File: src/rtl/bilateral_line_arbiter.sv
// bilateral_line_arbiter: line-granular two-eye arbiter feeding one shared 3x1 bilateral filter,
// with a tag FIFO that labels each filtered output with its requester and line/frame end.
module bilateral_line_arbiter #(
  parameter int disp_bits    = 5,
  parameter int line_width   = 640,
  parameter int frame_height = 480,
  parameter int tag_depth    = 4
) (
  input  logic                   clk,
  input  logic                   reset_n,
  input  logic [1:0]             s_valid,
  output logic [1:0]             s_ready,
  input  logic [2*disp_bits-1:0] s_disparity,
  input  logic [15:0]            s_confidence,
  input  logic [15:0]            s_gray,
  output logic [disp_bits-1:0]   f_disparity,
  output logic [7:0]             f_confidence,
  output logic [7:0]             f_gray,
  output logic                   f_first_pixel_in_line,
  output logic                   f_last_pixel_in_line,
  output logic                   f_last_pixel_in_frame,
  output logic                   f_in_valid,
  input  logic                   f_out_valid,
  output logic                   out_id,
  output logic                   out_eol,
  output logic                   out_eof
);
  localparam int CW = $clog2(line_width);
  localparam int RW = $clog2(frame_height);
  localparam int AW = $clog2(tag_depth);
  localparam int PW = AW + 1;
  typedef enum logic [1:0] {IDLE, STREAM, GAP} state_t;
  state_t state_q, state_d;
  logic gnt_q, gnt_d, last_q, last_d;
  logic [CW-1:0] col_q, col_d, ocnt_q, ocnt_d;
  logic [RW-1:0] row_q [2];
  logic [RW-1:0] row_d [2];
  logic [PW-1:0] wr_q, rd_q;
  logic [1:0] tag_q [tag_depth];
  logic empty, full, push, pop, xfer, eol_in, g;
  always_comb begin
    empty   = wr_q == rd_q;
    full    = (wr_q - rd_q) == PW'(tag_depth);
    g       = &s_valid ? ~last_q : s_valid[1];
    push    = state_q == IDLE && |s_valid && !full;
    xfer    = state_q == STREAM && s_valid[gnt_q];
    eol_in  = col_q == CW'(line_width - 1);
    s_ready = state_q == STREAM ? (gnt_q ? 2'b10 : 2'b01) : 2'b00;
    out_id  = !empty && tag_q[rd_q[AW-1:0]][1];
    out_eol = !empty && ocnt_q == CW'(line_width - 1);
    out_eof = out_eol && tag_q[rd_q[AW-1:0]][0];
    pop     = f_out_valid && out_eol;
    ocnt_d  = (f_out_valid && !empty) ? (pop ? '0 : ocnt_q + 1'b1) : ocnt_q;
    state_d = state_q;
    gnt_d   = gnt_q;
    last_d  = last_q;
    col_d   = col_q;
    row_d   = row_q;
    case (state_q)
      IDLE: if (push) begin
        gnt_d   = g;
        state_d = STREAM;
      end
      STREAM: if (xfer) begin
        col_d = eol_in ? '0 : col_q + 1'b1;
        if (eol_in) begin
          row_d[gnt_q] = row_q[gnt_q] == RW'(frame_height - 1) ? '0 : row_q[gnt_q] + 1'b1;
          last_d       = gnt_q;
          state_d      = GAP;
        end
      end
      default: state_d = IDLE;
    endcase
  end
  // Tag storage needs no reset: the pointers alone define which entries are live.
  always_ff @(posedge clk) begin
    if (push) tag_q[wr_q[AW-1:0]] <= {g, row_q[g] == RW'(frame_height - 1)};
  end
  always_ff @(posedge clk) begin
    if (!reset_n) begin
      state_q               <= IDLE;
      gnt_q                 <= 1'b0;
      last_q                <= 1'b1;
      col_q                 <= '0;
      ocnt_q                <= '0;
      row_q[0]              <= '0;
      row_q[1]              <= '0;
      wr_q                  <= '0;
      rd_q                  <= '0;
      f_in_valid            <= 1'b0;
      f_first_pixel_in_line <= 1'b0;
      f_last_pixel_in_line  <= 1'b0;
      f_last_pixel_in_frame <= 1'b0;
      f_disparity           <= '0;
      f_confidence          <= '0;
      f_gray                <= '0;
    end else begin
      state_q               <= state_d;
      gnt_q                 <= gnt_d;
      last_q                <= last_d;
      col_q                 <= col_d;
      ocnt_q                <= ocnt_d;
      row_q                 <= row_d;
      wr_q                  <= wr_q + PW'(push);
      rd_q                  <= rd_q + PW'(pop);
      f_in_valid            <= xfer;
      f_first_pixel_in_line <= xfer && col_q == '0;
      f_last_pixel_in_line  <= xfer && eol_in;
      // Every line end also flags frame end so the filter flushes each line completely.
      f_last_pixel_in_frame <= xfer && eol_in;
      f_disparity           <= xfer ? (gnt_q ? s_disparity[2*disp_bits-1 -: disp_bits] : s_disparity[disp_bits-1:0]) : '0;
      f_confidence          <= xfer ? (gnt_q ? s_confidence[15:8] : s_confidence[7:0]) : '0;
      f_gray                <= xfer ? (gnt_q ? s_gray[15:8] : s_gray[7:0]) : '0;
    end
  end
endmodule

File: config.mk
export PLATFORM = sky130hd
export DESIGN_NAME = bilateral_line_arbiter
export DESIGN_NICKNAME = d
export VERILOG_FILES = /design/src/rtl/bilateral_line_arbiter.sv
export SDC_FILE = /design/constraint.sdc
export NUM_CORES = 1
export LEC_CHECK = 0
export CELL_PAD_IN_SITES_DETAIL_PLACEMENT = 1
export CELL_PAD_IN_SITES_GLOBAL_PLACEMENT = 2
export CORE_AREA = 10 10 116 118
export DETAILED_ROUTE_END_ITERATION = 12
export DIE_AREA = 0 0 126 128
export PLACE_DENSITY = 0.95
export SLEW_MARGIN = 20
export SYNTH_ARGS = -nofsm -noshare
export SYNTH_HDL_FRONTEND = slang
export SYNTH_SLANG_ARGS = --single-unit
File: constraint.sdc
create_clock -name clk -period 5.2 [get_ports clk]
set_input_delay 1.04 -clock clk [delete_from_list [all_inputs] [get_ports clk]]
set_output_delay 1.04 -clock clk [all_outputs]
set_load 0.03 [all_outputs]
# After elaboration in Yosys (flattened, before gate mapping)
# Memory sizes are Yosys's and may differ from the RTL's. A register that Yosys moved wholly into a read port is not among the register bits.
# Index checks and enable logic that the tools add are counted.
totals:
  elab_cells: 88
  memories: 1
  ramBits: 8
  in_bits: 47
  out_inout_bits: 30
  reg_bits: 72
op_classes:
  n_eq_ne: 10
  n_reduce_logical: 22
  muxes: 27
  add_sub_neg: 6
  order_cmp: 4
  bitwise_logic: 3
mem_list:
  columns: ["memory", "depth", "width", "rd", "rd_ports_with_merged_regs", "wr", "line", "source"]
  rows:
  - ["tag_q", 4, 2, 1, 1, 1, "39", "logic [1:0] tag_q [tag_depth];"]
op_table:
  columns: ["cell", "n"]
  rows:
  - ["two-way mux 9 bit", 8]
  - ["adder 10 x 1 -> 10 bit (second input constant)", 2]
  - ["== test 10 bit (second input constant)", 2]
  - ["two-way mux 10 bit", 2]
  - ["bitwise mux 18 bit", 1]
  - ["== test 9 bit (second input constant)", 2]
  - ["two-way mux 8 bit", 2]
  - ["two-way mux 2 bit", 6]
  - ["logical AND 1 bit", 11]
  - ["zero test 10 bit", 1]
  - ["adder 9 x 1 -> 9 bit (second input constant)", 1]
  - ["demux 9 bit (select 1 bit)", 1]
  - ["AND reduction 2 bit", 4]
  - ["adder 3 x 1 -> 3 bit", 2]
  - ["!= test 2 bit (second input constant)", 3]
  - ["AND reduction 3 bit", 2]
  - ["two-way mux 1 bit", 5]
  - ["two-way mux 5 bit", 1]
  - ["greater-or-equal comparator 2 bit (second input constant)", 2]
  - ["inverter 1 -> 2 bit", 2]
  - ["one-hot mux 2 bit (2 select lines)", 1]
  - ["== test 3 bit", 1]
  - ["== test 3 bit (second input constant)", 1]
  - ["subtractor 3 bit", 1]
  - ["other kinds (7)", 8]

# Depth between registers and ports, before layout
depth:
  word_depth: 7
  ltp_mapped: 11

# Least setup slack after synthesis
# OpenSTA, ideal clock, no wires.
synth_path:
  path_kind: "flip-flop to output port"
  startpoint: "reg wr_q[0]"
  endpoint: "out out_eof"
  required_ns: 4.160
  stages_incl_launch_ff: 7
  setup_slack_ns: 2.361
  arrival_time_ns: 1.799
  path_buffers: 0
  cell_sequence: "dfxtp_1 > inv_1 > ha_1 > nand2_1 > nor2_1 > nor4_4 > and2_1"
synth_between:
  elab_chain_cells: 4
synth_lines:
  columns: ["element", "line", "source"]
  rows:
  - ["start: declaration", "38", "logic [PW-1:0] wr_q, rd_q;"]
  - ["start signal: assignment", "104", "wr_q <= wr_q + PW'(push);"]
  - ["== test 3 bit", "42", "empty = wr_q == rd_q;"]
  - ["zero test 1 bit", "50", "out_eol = !empty && ocnt_q == CW'(line_width - 1);"]
  - ["logical AND 1 bit", "50", null]
  - ["named net out_eol", "25", "output logic out_eol,"]
  - ["logical AND 1 bit", "51", "out_eof = out_eol && tag_q[rd_q[AW-1:0]][0];"]
  - ["end: declaration", "26", "output logic out_eof"]
# The timed path passes the listed nets, and every way through them passes these cells.

# Worst setup path in the final report
layout_path:
  startpoint: "reg wr_q[0]"
  endpoint: "out out_eof"
layout_between:
  elab_chain_cells: 4
layout_lines:
  columns: ["element", "line"]
  rows:
  - ["== test 3 bit", "42"]
  - ["zero test 1 bit", "50"]
  - ["logical AND 1 bit", "50"]
  - ["logical AND 1 bit", "51"]
# No other way between the ends.

==> impl_metrics.json <==
{
  "drt-total-wl_mm": 10.2,
  "max_cap_violations": 0,
  "p_comb_share_pct": 9.9,
  "path_max_fanout": 6,
  "finalSetupTns_ps": 0,
  "crit_type": "register to output pin",
  "synth_edf_count": 8,
  "grt_pass1_wl_mm": 16.8,
  "cts.htree.levels": 3,
  "antenna_left": 0,
  "grt_max_degree": 30,
  "tightest_slew_ps": 974,
  "setup_viol": 0,
  "period_share_pct": 70.3,
  "numCtsBuffers": 9,
  "grt_util_all_layers_pct": 12.8,
  "status": "finished, final reports clean",
  "synth_cell_type_count": 53,
  "cts-resized-gates": 0,
  "ys_seq_elements": 80,
  "p_leak_nw": 1.74,
  "nets": 517,
  "fin_skew_ps": 9.04,
  "end_kind": "output pin",
  "first_pass_iters": 4,
  "num_antenna_cells": 0,
  "slowest_stage": "clkdlybuf4s50_1",
  "slew_headroom_pct": 35.1,
  "core-area_um2": 11200,
  "via_per_inst": 4.98,
  "cts_hold_buffers": 0,
  "drc": 0,
  "io-pin-count": 77,
  "syn_nets": 443,
  "power_frac_seq_pct": 42.9,
  "hold_viol_final": 0,
  "die_area_um2": 16100,
  "syn_avg_cell_area_um2": 9.56,
  "post-dp-hpwl_mm": 7.77,
  "synthToLayoutAreaGrowth_pct": 32.6,
  "min_period_ps": 3650,
  "ir_worst_vdd_mv": 0.146,
  "synth_area_um2": 3690,
  "drive_gt1_share_pct": 7.97,
  "port_buffers": 76,
  "ys.flop_type": "dfxtp_1",
  "clk_latency_ps": 350,
  "worst_ep_arrival_time_ps": 2610,
  "grt-ovfl-total": 0,
  "critical_path.cell_chain": "inv_1 > ha_1 > nand2_1 > nor2_1 > nor4_4 > and2_1 > clkdlybuf4s50_1",
  "rows": 39,
  "drt_iter0_markers": 127,
  "hold_path.class": "register to register",
  "vias": 3024,
  "power.net_switching_mw": 0.356,
  "clkTransAtPathRegs_ps": 60,
  "power.share.clock_pct": 47.2,
  "cts_root_buffer": "clkbuf_16",
  "power.density_nw_per_um2": 311,
  "fmax_mhz": 274,
  "clock-sinks": 80,
  "start_util_pct": 32.9,
  "place_congestion": 0.803,
  "slew_violations": 0,
  "yosys_warnings": 0,
  "dieHeight_um": 128,
  "power_mw": 1.52,
  "worst_ep_required_time_ps": 4160,
  "synth_cells": 386,
  "crit_path_max_incr_delay_ps": 680,
  "die_x_um": 126,
  "cts_tree": "done",
  "cts_max_path_buffers": 2,
  "swShare_pct": 23.4,
  "async_flop_share_pct": 0,
  "wire_per_inst_um": 16.8,
  "critPathLaunchType": "register",
  "antenna_found_initial": 0,
  "p_int_mw": 1.16,
  "cts_setup_buffers": 0,
  "grt_pass1_vias": 3336,
  "grt_setup_unrepaired": "no",
  "ys_seq_area_share_pct": 45.6
}
-- critical path: cells and delay by family, from the launching register on --
kind	cells	cell delay, ps
fa+ha+maj	1	310
buf+inv	2	770
simple gates	4	830
flops	1	370
-- final timing paths --
check,slack [ps],cells after the start,end,start
max,1550,7,out_eof,wr_q[0]
min,460,2,last_q,last_q
max reg2reg,2560,7,row_q[17],gnt_q
min reg2reg,460,2,last_q,last_q
-- layout by cell type (no fill, tap or decap), types with 6 or more instances in the layout --
cell type and count:
ha_1 10, edfxtp_1 8, nand3_1 21, nor2_1 59
clkdlybuf4s50_1 76, xor2_1 10, mux2i_1 27, dfxtp_1 71
clkbuf_16 10, a21oi_1 14, and2_1 10, o21ai_1 7
and3_1 6, inv_1 13, nand2_1 30, nand4_1 9
xnor2_1 18
-- metal layers --
metal | track usage [%] | share of wire [%]
met4 | 5.02 | 1.5
met1 | 13.7 | 41
met2 | 21.6 | 48
met3 | 5.96 | 8.6
met5 | 0 | 0
-- stage by stage --
stage | hold WS, ps | util [%] | instance area [um^2] | setup WS, ps | instances
after CTS | 455 | 43.6 | 4890 | 1480 | 607
after detailed placement | 449 | 40.6 | 4560 | 1420 | 592
final | 456 | 43.6 | 4890 | 1550 | 607
after global placement | 435 | 40.6 | 4560 | 1550 | 592
after floorplan | 419 | - | 3690 | 2360 | 386
after global routing | 492 | 43.6 | 4890 | 1350 | 607
-- registers in the layout, summed over array words and instances, names as in the netlist, 2 cells and up --
register,flops
ocnt_q,10
f_confidence,8
tag_q,8
row_q,18
wr_q,3
state_q,2
f_disparity,5
f_gray,8
rd_q,3
col_q,10
-- power by group through the flow --
| stage | logic (mW) | registers [mW] | clock network (mW) |
|---|---|---|---|
| floorplan | 0.0750 | 0.671 | 0 |
| global placement | 0.147 | 0.665 | 0 |
| detailed placement | 0.152 | 0.667 | 0 |
| CTS | 0.153 | 0.653 | 0.730 |
| global route | 0.164 | 0.655 | 0.760 |
| finish | 0.150 | 0.653 | 0.717 |
-- cell families (layout without fill, tap and decap cells) --
kind of cell	Yosys count	count (layout)	share of synthesized area, %
buffers and inverters	28	106	3.63
adders and majority gates	10	10	3.39
muxes	33	33	9.83
AOI/OAI and AO/OA	39	39	6.54
DFF	80	80	45.6
and+or+nand+nor	168	168	24.4
xor gates and xnor gates	28	28	6.65
-- Yosys cell counts (2+ instances only) --
cell | number | share of area, %
nand4b_1 | 2 | 0.47
ha_1 | 10 | 3.4
nor2_1 | 59 | 6.0
clkbuf_1 | 4 | 0.41
nand3b_1 | 5 | 1.0
and2_1 | 10 | 1.7
nand2b_1 | 3 | 0.51
o21ai_0 | 5 | 0.68
mux2_2 | 3 | 0.92
xor2_1 | 10 | 2.4
buf_2 | 5 | 0.68
or3_1 | 2 | 0.34
nor4_1 | 3 | 0.51
nand3_1 | 21 | 2.8
and3_1 | 6 | 1.0
a21oi_1 | 14 | 1.9
a211oi_1 | 2 | 0.41
buf_4 | 4 | 0.81
xnor2_1 | 18 | 4.3
dfxtp_1 | 72 | 39
edfxtp_1 | 8 | 6.5
nor2b_1 | 3 | 0.51
nand4_1 | 9 | 1.5
nor3_1 | 4 | 0.54
inv_1 | 13 | 1.3
nand2_1 | 30 | 3.1
mux2i_1 | 27 | 7.3
a31oi_1 | 2 | 0.34
mux4_2 | 2 | 1.2
o21ai_1 | 7 | 0.95
-- final cells by class --
class	instances	area (um^2)
clock buffer	10	250
clock inverter	5	85.1
fill	1275	6330
inverter	14	52.6
multi-input combinational	278	1870
sequential	80	1680
tap	143	179
timing repair buffer	77	768
No activity file was read; power rests on OpenSTA's default activity.
==> edit 1 (config.mk and constraints unchanged) <==
Reset style: asynchronous (`reset_n`), changed in one clocked block.
--- a/src/rtl/bilateral_line_arbiter.sv
+++ b/src/rtl/bilateral_line_arbiter.sv
@@ -77,5 +77,5 @@
     if (push) tag_q[wr_q[AW-1:0]] <= {g, row_q[g] == RW'(frame_height - 1)};
   end
-  always_ff @(posedge clk) begin
+  always_ff @(posedge clk or negedge reset_n) begin
     if (!reset_n) begin
       state_q               <= IDLE;
Function: differs if reset_n is asserted again (counterexample within 4 cycles, from zero or initial values and one cycle with reset_n low); with reset_n held inactive, the same outputs for 10 cycles.
==> edit 1 against the original RTL <==
Worst setup slack improved by 0.072 ns. Cell count shrank 4.3%. Synthesized cell count down 7.3%. Area after synthesis rose by 4.5%. Sequential cell count stayed put. Routed wire length shrank 1.6%. Cell area increased by 2.7%. Via count increased by 0.50%. Critical endpoint unchanged. Largest cell class is now flip-flops and latches.
Power is not compared: it rests on default switching activity, and its combinational part moved more than twofold at a synthesized area within 25%.
==> edit 1: results (changes against the original RTL) <==
\begin{tabular}{lr}
\hline
Metric & Value \\
\hline
\multicolumn{2}{l}{\textbf{Status}} \\
Run status & completed (unchanged) \\
\multicolumn{2}{l}{\textbf{Layout}} \\
Fraction of final layout cells sized beyond drive strength 1 & 8.219\% (was 7.974\%) \\
Number of nets at the end of the flow & 490 (was 517) \\
Multi-input combinational cell count & 252 (was 278) \\
Multi-input gate share of total cell area & 33.75\% (was 38.31\%) \\
Layout fillers & 1269 (was 1275) \\
\multicolumn{2}{l}{\textbf{Detailed routing}} \\
Routed met3 length & 973 µm (was 876 µm) \\
Total length of routed wires & 10.06 mm (was 10.23 mm) \\
\multicolumn{2}{l}{\textbf{Synthesis}} \\
Largest cells by area after synthesis & sky130\_fd\_sc\_hd\_\_dfrtp\_1 (46\%), sky130\_fd\_sc\_hd\_\_mux2i\_1 (6.2\%), sky130\_fd\_sc\_hd\_\_edfxtp\_1 (6.2\%) (was sky130\_fd\_sc\_hd\_\_dfxtp\_1 (39\%), sky130\_fd\_sc\_hd\_\_mux2i\_1 (7.3\%), sky130\_fd\_sc\_hd\_\_edfxtp\_1 (6.5\%)) \\
Unique cell type count in the Yosys netlist & 55 (was 53) \\
Top cell types by occurrence after synthesis & sky130\_fd\_sc\_hd\_\_dfrtp\_1 (71), sky130\_fd\_sc\_hd\_\_nor2\_1 (41), sky130\_fd\_sc\_hd\_\_nand2\_1 (25) (was sky130\_fd\_sc\_hd\_\_dfxtp\_1 (72), sky130\_fd\_sc\_hd\_\_nor2\_1 (59), sky130\_fd\_sc\_hd\_\_nand2\_1 (30)) \\
Area fraction in compound gates after synthesis & 7.884\% (was 6.545\%) \\
Synthesized Nets & 415 (was 443) \\
Share of cell area taken by muxes after synthesis & 9.150\% (was 9.834\%) \\
\multicolumn{2}{l}{\textbf{GRT}} \\
Vias in the first global route & 3328 (was 3336) \\
Met3 capacity usage during global routing & 6.948\% (was 5.955\%) \\
Met1 track utilization from global routing & 13.51\% (was 13.72\%) \\
Global routing usage summed across all routing layers & 12.78\% (was 12.83\%) \\
Global-route wire length before repair & 16.68 mm (was 16.79 mm) \\
\multicolumn{2}{l}{\textbf{Worst hold path}} \\
Hold Path Sink & rd\_q[2] (was last\_q) \\
Hold path start & rd\_q[2] (was last\_q) \\
Worst hold stages & 1 (was 2) \\
\multicolumn{2}{l}{\textbf{Timing}} \\
Worst Hold Margin & 0.4887 ns (was 0.4560 ns) \\
Actual slew at the worst max-slew pin & 0.9953 ns (was 0.9740 ns) \\
\multicolumn{2}{l}{\textbf{Placed design}} \\
HPWL after DPL & 7.565 mm (was 7.767 mm) \\
Post-Place Worst Slack & 1.652 ns (was 1.419 ns) \\
\multicolumn{2}{l}{\textbf{Setup path}} \\
Family with the most delay on the worst path & buffers and inverters (was simple AND/OR/NAND/NOR gates) \\
Reg-to-reg setup timing slack & 2.18 ns (was 2.56 ns) \\
\hline
\end{tabular}
-- edit 1: cell families (layout without fill, tap and decap cells) --
logic type / count (synthesis) / count (layout)
AOI/OAI and AO/OA: 50 / 50
muxes: 32 / 32
DFF: 80 / 80
and+or+nand+nor: 137 / 137
xor gates and xnor gates: 23 / 23
adders and majority gates: 10 / 10
buffers and inverters: 26 / 106
-- edit 1: power by group through the flow --
stage	clock [W]	sequential [W]	combinational (W)
global route	0.000647	0.000928	0.000787
finish	0.000609	0.000900	0.000715
CTS	0.000623	0.000905	0.000726
floorplan	0	0.000952	0.000380
detailed placement	0	0.000915	0.000716
global placement	0	0.000906	0.000695
-- edit 1: stage by stage --
| stage | instances | power [W] | area, µm² |
|---|---|---|---|
| 2_1_floorplan | 358 | 0.001332 | 3856 |
| 3_3_place_gp | 565 | 0.001601 | 4727 |
| 3_5_place_dp | 565 | 0.001631 | 4727 |
| 4_1_cts | 581 | 0.002254 | 5014 |
| 5_1_grt | 581 | 0.002361 | 5024 |
| 6_report | 581 | 0.002224 | 5024 |
==> edit 2 (same settings) <==
Without the edit above. `frame_height`: 480 -> 1920.
--- a/src/rtl/bilateral_line_arbiter.sv
+++ b/src/rtl/bilateral_line_arbiter.sv
@@ -4,5 +4,5 @@
   parameter int disp_bits    = 5,
   parameter int line_width   = 640,
-  parameter int frame_height = 480,
+  parameter int frame_height = 1920,
   parameter int tag_depth    = 4
 ) (
Function: same outputs for any inputs over 10 cycles, from zero or initial values and one cycle with reset_n low; that may be too few to reach the edited logic, so the function may still have changed.
==> edit 2 against the original RTL <==
Sequential cell count increased by 4. Area after synthesis rose by 7.0%. Highest routed layer unchanged. Routed wire length grew 5.5%. Sequential share of layout area hardly changed. Fmax down 0.17%. Worst setup slack lost 0.0064 ns. Sequential power increased by 4.4%. Total power increased by 0.52%. Largest power group unchanged. Cell area is 4.8% higher.
==> edit 2: results (changes against the original RTL) <==
\begin{tabular}{lr}
\hline
Metric & Value \\
\hline
\multicolumn{2}{l}{\textbf{Layout}} \\
Final instance area & 5125 µm² (was 4892 µm²) \\
Layout fillers & 1283 (was 1275) \\
Fraction of final layout cells sized beyond drive strength 1 & 7.317\% (was 7.974\%) \\
Number of nets at the end of the flow & 544 (was 517) \\
\multicolumn{2}{l}{\textbf{GRT}} \\
Vias in the first global route & 3538 (was 3336) \\
Global routing usage summed across all routing layers & 13.71\% (was 12.83\%) \\
Largest net degree at the start of global routing & 31 (was 30) \\
Global-route wire length before repair & 17.97 mm (was 16.79 mm) \\
\multicolumn{2}{l}{\textbf{Placed design}} \\
Post-Place Worst Slack & 1.735 ns (was 1.419 ns) \\
HPWL after DPL & 8.129 mm (was 7.767 mm) \\
GP Congestion & 0.7804 (was 0.8025) \\
Port bufs & 76 (unchanged) \\
Placement Cell Area & 4802 µm² (was 4557 µm²) \\
\multicolumn{2}{l}{\textbf{Status}} \\
Run status & completed (unchanged) \\
\multicolumn{2}{l}{\textbf{Synthesis}} \\
Top cell types by occurrence after synthesis & sky130\_fd\_sc\_hd\_\_dfxtp\_1 (76), sky130\_fd\_sc\_hd\_\_nor2\_1 (50), sky130\_fd\_sc\_hd\_\_nand2\_1 (35) (was sky130\_fd\_sc\_hd\_\_dfxtp\_1 (72), sky130\_fd\_sc\_hd\_\_nor2\_1 (59), sky130\_fd\_sc\_hd\_\_nand2\_1 (30)) \\
Post-synthesis sequential area ratio & 44.63\% (was 45.57\%) \\
Synthesized Nets & 471 (was 443) \\
Unique cell type count in the Yosys netlist & 60 (was 53) \\
Largest cells by area after synthesis & sky130\_fd\_sc\_hd\_\_dfxtp\_1 (39\%), sky130\_fd\_sc\_hd\_\_mux2i\_1 (7.4\%), sky130\_fd\_sc\_hd\_\_edfxtp\_1 (6.1\%) (was sky130\_fd\_sc\_hd\_\_dfxtp\_1 (39\%), sky130\_fd\_sc\_hd\_\_mux2i\_1 (7.3\%), sky130\_fd\_sc\_hd\_\_edfxtp\_1 (6.5\%)) \\
\multicolumn{2}{l}{\textbf{Detailed routing}} \\
Total length of routed wires & 10.79 mm (was 10.23 mm) \\
Detailed Route Iter0 Violations & 125 (was 127) \\
Vias per std cell & 5.110 (was 4.982) \\
\multicolumn{2}{l}{\textbf{Timing}} \\
Clock skew & 0.01271 ns (was 0.009044 ns) \\
Actual slew at the worst max-slew pin & 0.8399 ns (was 0.9740 ns) \\
\multicolumn{2}{l}{\textbf{Pwr}} \\
IR drop worst, VDD & 0.1453 mV (was 0.1455 mV) \\
Static leakage & 1.845 nW (was 1.743 nW) \\
\multicolumn{2}{l}{\textbf{Setup path}} \\
Max Fanout on Critical Path & 4 (was 6) \\
CP arrival & 2.62 ns (was 2.61 ns) \\
\multicolumn{2}{l}{\textbf{Worst hold path}} \\
Hold path start & ocnt\_q[1] (was last\_q) \\
\hline
\end{tabular}
## edit 2: cell types whose count changed in the layout (fill, tap and decap cells not counted), sizes merged, moves of 6 or more
cell and delta:
and2 +6, nor2 -10, nand2 +6, o21ai +8, a21boi +10, a21oi -11
## edit 2: layout make-up
class	count	area share (%)
inverters	13	0.9521
flip-flops and latches	84	34.40
well taps	143	3.491
multi-input cells	301	39.72
clock inverters	7	1.904
repair buffers	78	15.14
clock buffers	9	4.395
## edit 2: worst paths after layout
check,endpoint,slack (ns),cells after the start
setup / recovery,out_eof,1.54,7
hold / removal,ocnt_q[1],0.48,2
setup reg to reg,f_gray[5],2.56,4
hold reg to reg,ocnt_q[1],0.48,2
## edit 2: cell families (layout without fill, tap and decap cells)
group | after synthesis | after routing | synth area share (%)
and+or+nand+nor | 175 | 175 | 23.20
muxes | 35 | 35 | 9.730
adders and majority gates | 10 | 10 | 3.170
xor gates and xnor gates | 24 | 24 | 5.325
AOI/OAI and AO/OA | 57 | 57 | 10.14
buffers and inverters | 29 | 107 | 3.803
DFF | 84 | 84 | 44.63
## edit 2: stage by stage
stage          cells  hold WS (ns)
2_1_floorplan    414        0.4353
3_3_place_gp     619        0.4608
3_5_place_dp     619        0.4753
4_1_cts          635        0.4846
5_1_grt          635        0.5169
6_report         635        0.4803
## edit 2: layer usage
layer	vias to the layer above	share of wire [%]	track usage, %
li1	1608	-	-
met1	1532	43	15.05
met2	95	46	22.29
met3	10	10	7.775
met4	0	0.98	3.818
met5	-	0	0
## edit 2: where the power goes
| part | total, W | switching [W] | internal [W] |
|---|---|---|---|
| Clock | 0.000698 | 0.000274 | 0.000424 |
| Sequential | 0.000682 | 0.0000127 | 0.000670 |
| Combinational | 0.000148 | 0.0000739 | 0.0000739 |
| Total | 0.00153 | 0.000361 | 0.00117 |
## edit 2: critical path: stages (launching register included)
cell and delay [ns]:
sky130_fd_sc_hd__dfxtp_1 0.37, sky130_fd_sc_hd__inv_1 0.10, sky130_fd_sc_hd__ha_1 0.31, sky130_fd_sc_hd__nand2_1 0.16, sky130_fd_sc_hd__nor2_1 0.09, sky130_fd_sc_hd__nor3b_1 0.37
sky130_fd_sc_hd__and2_1 0.20, sky130_fd_sc_hd__clkdlybuf4s50_1 0.67
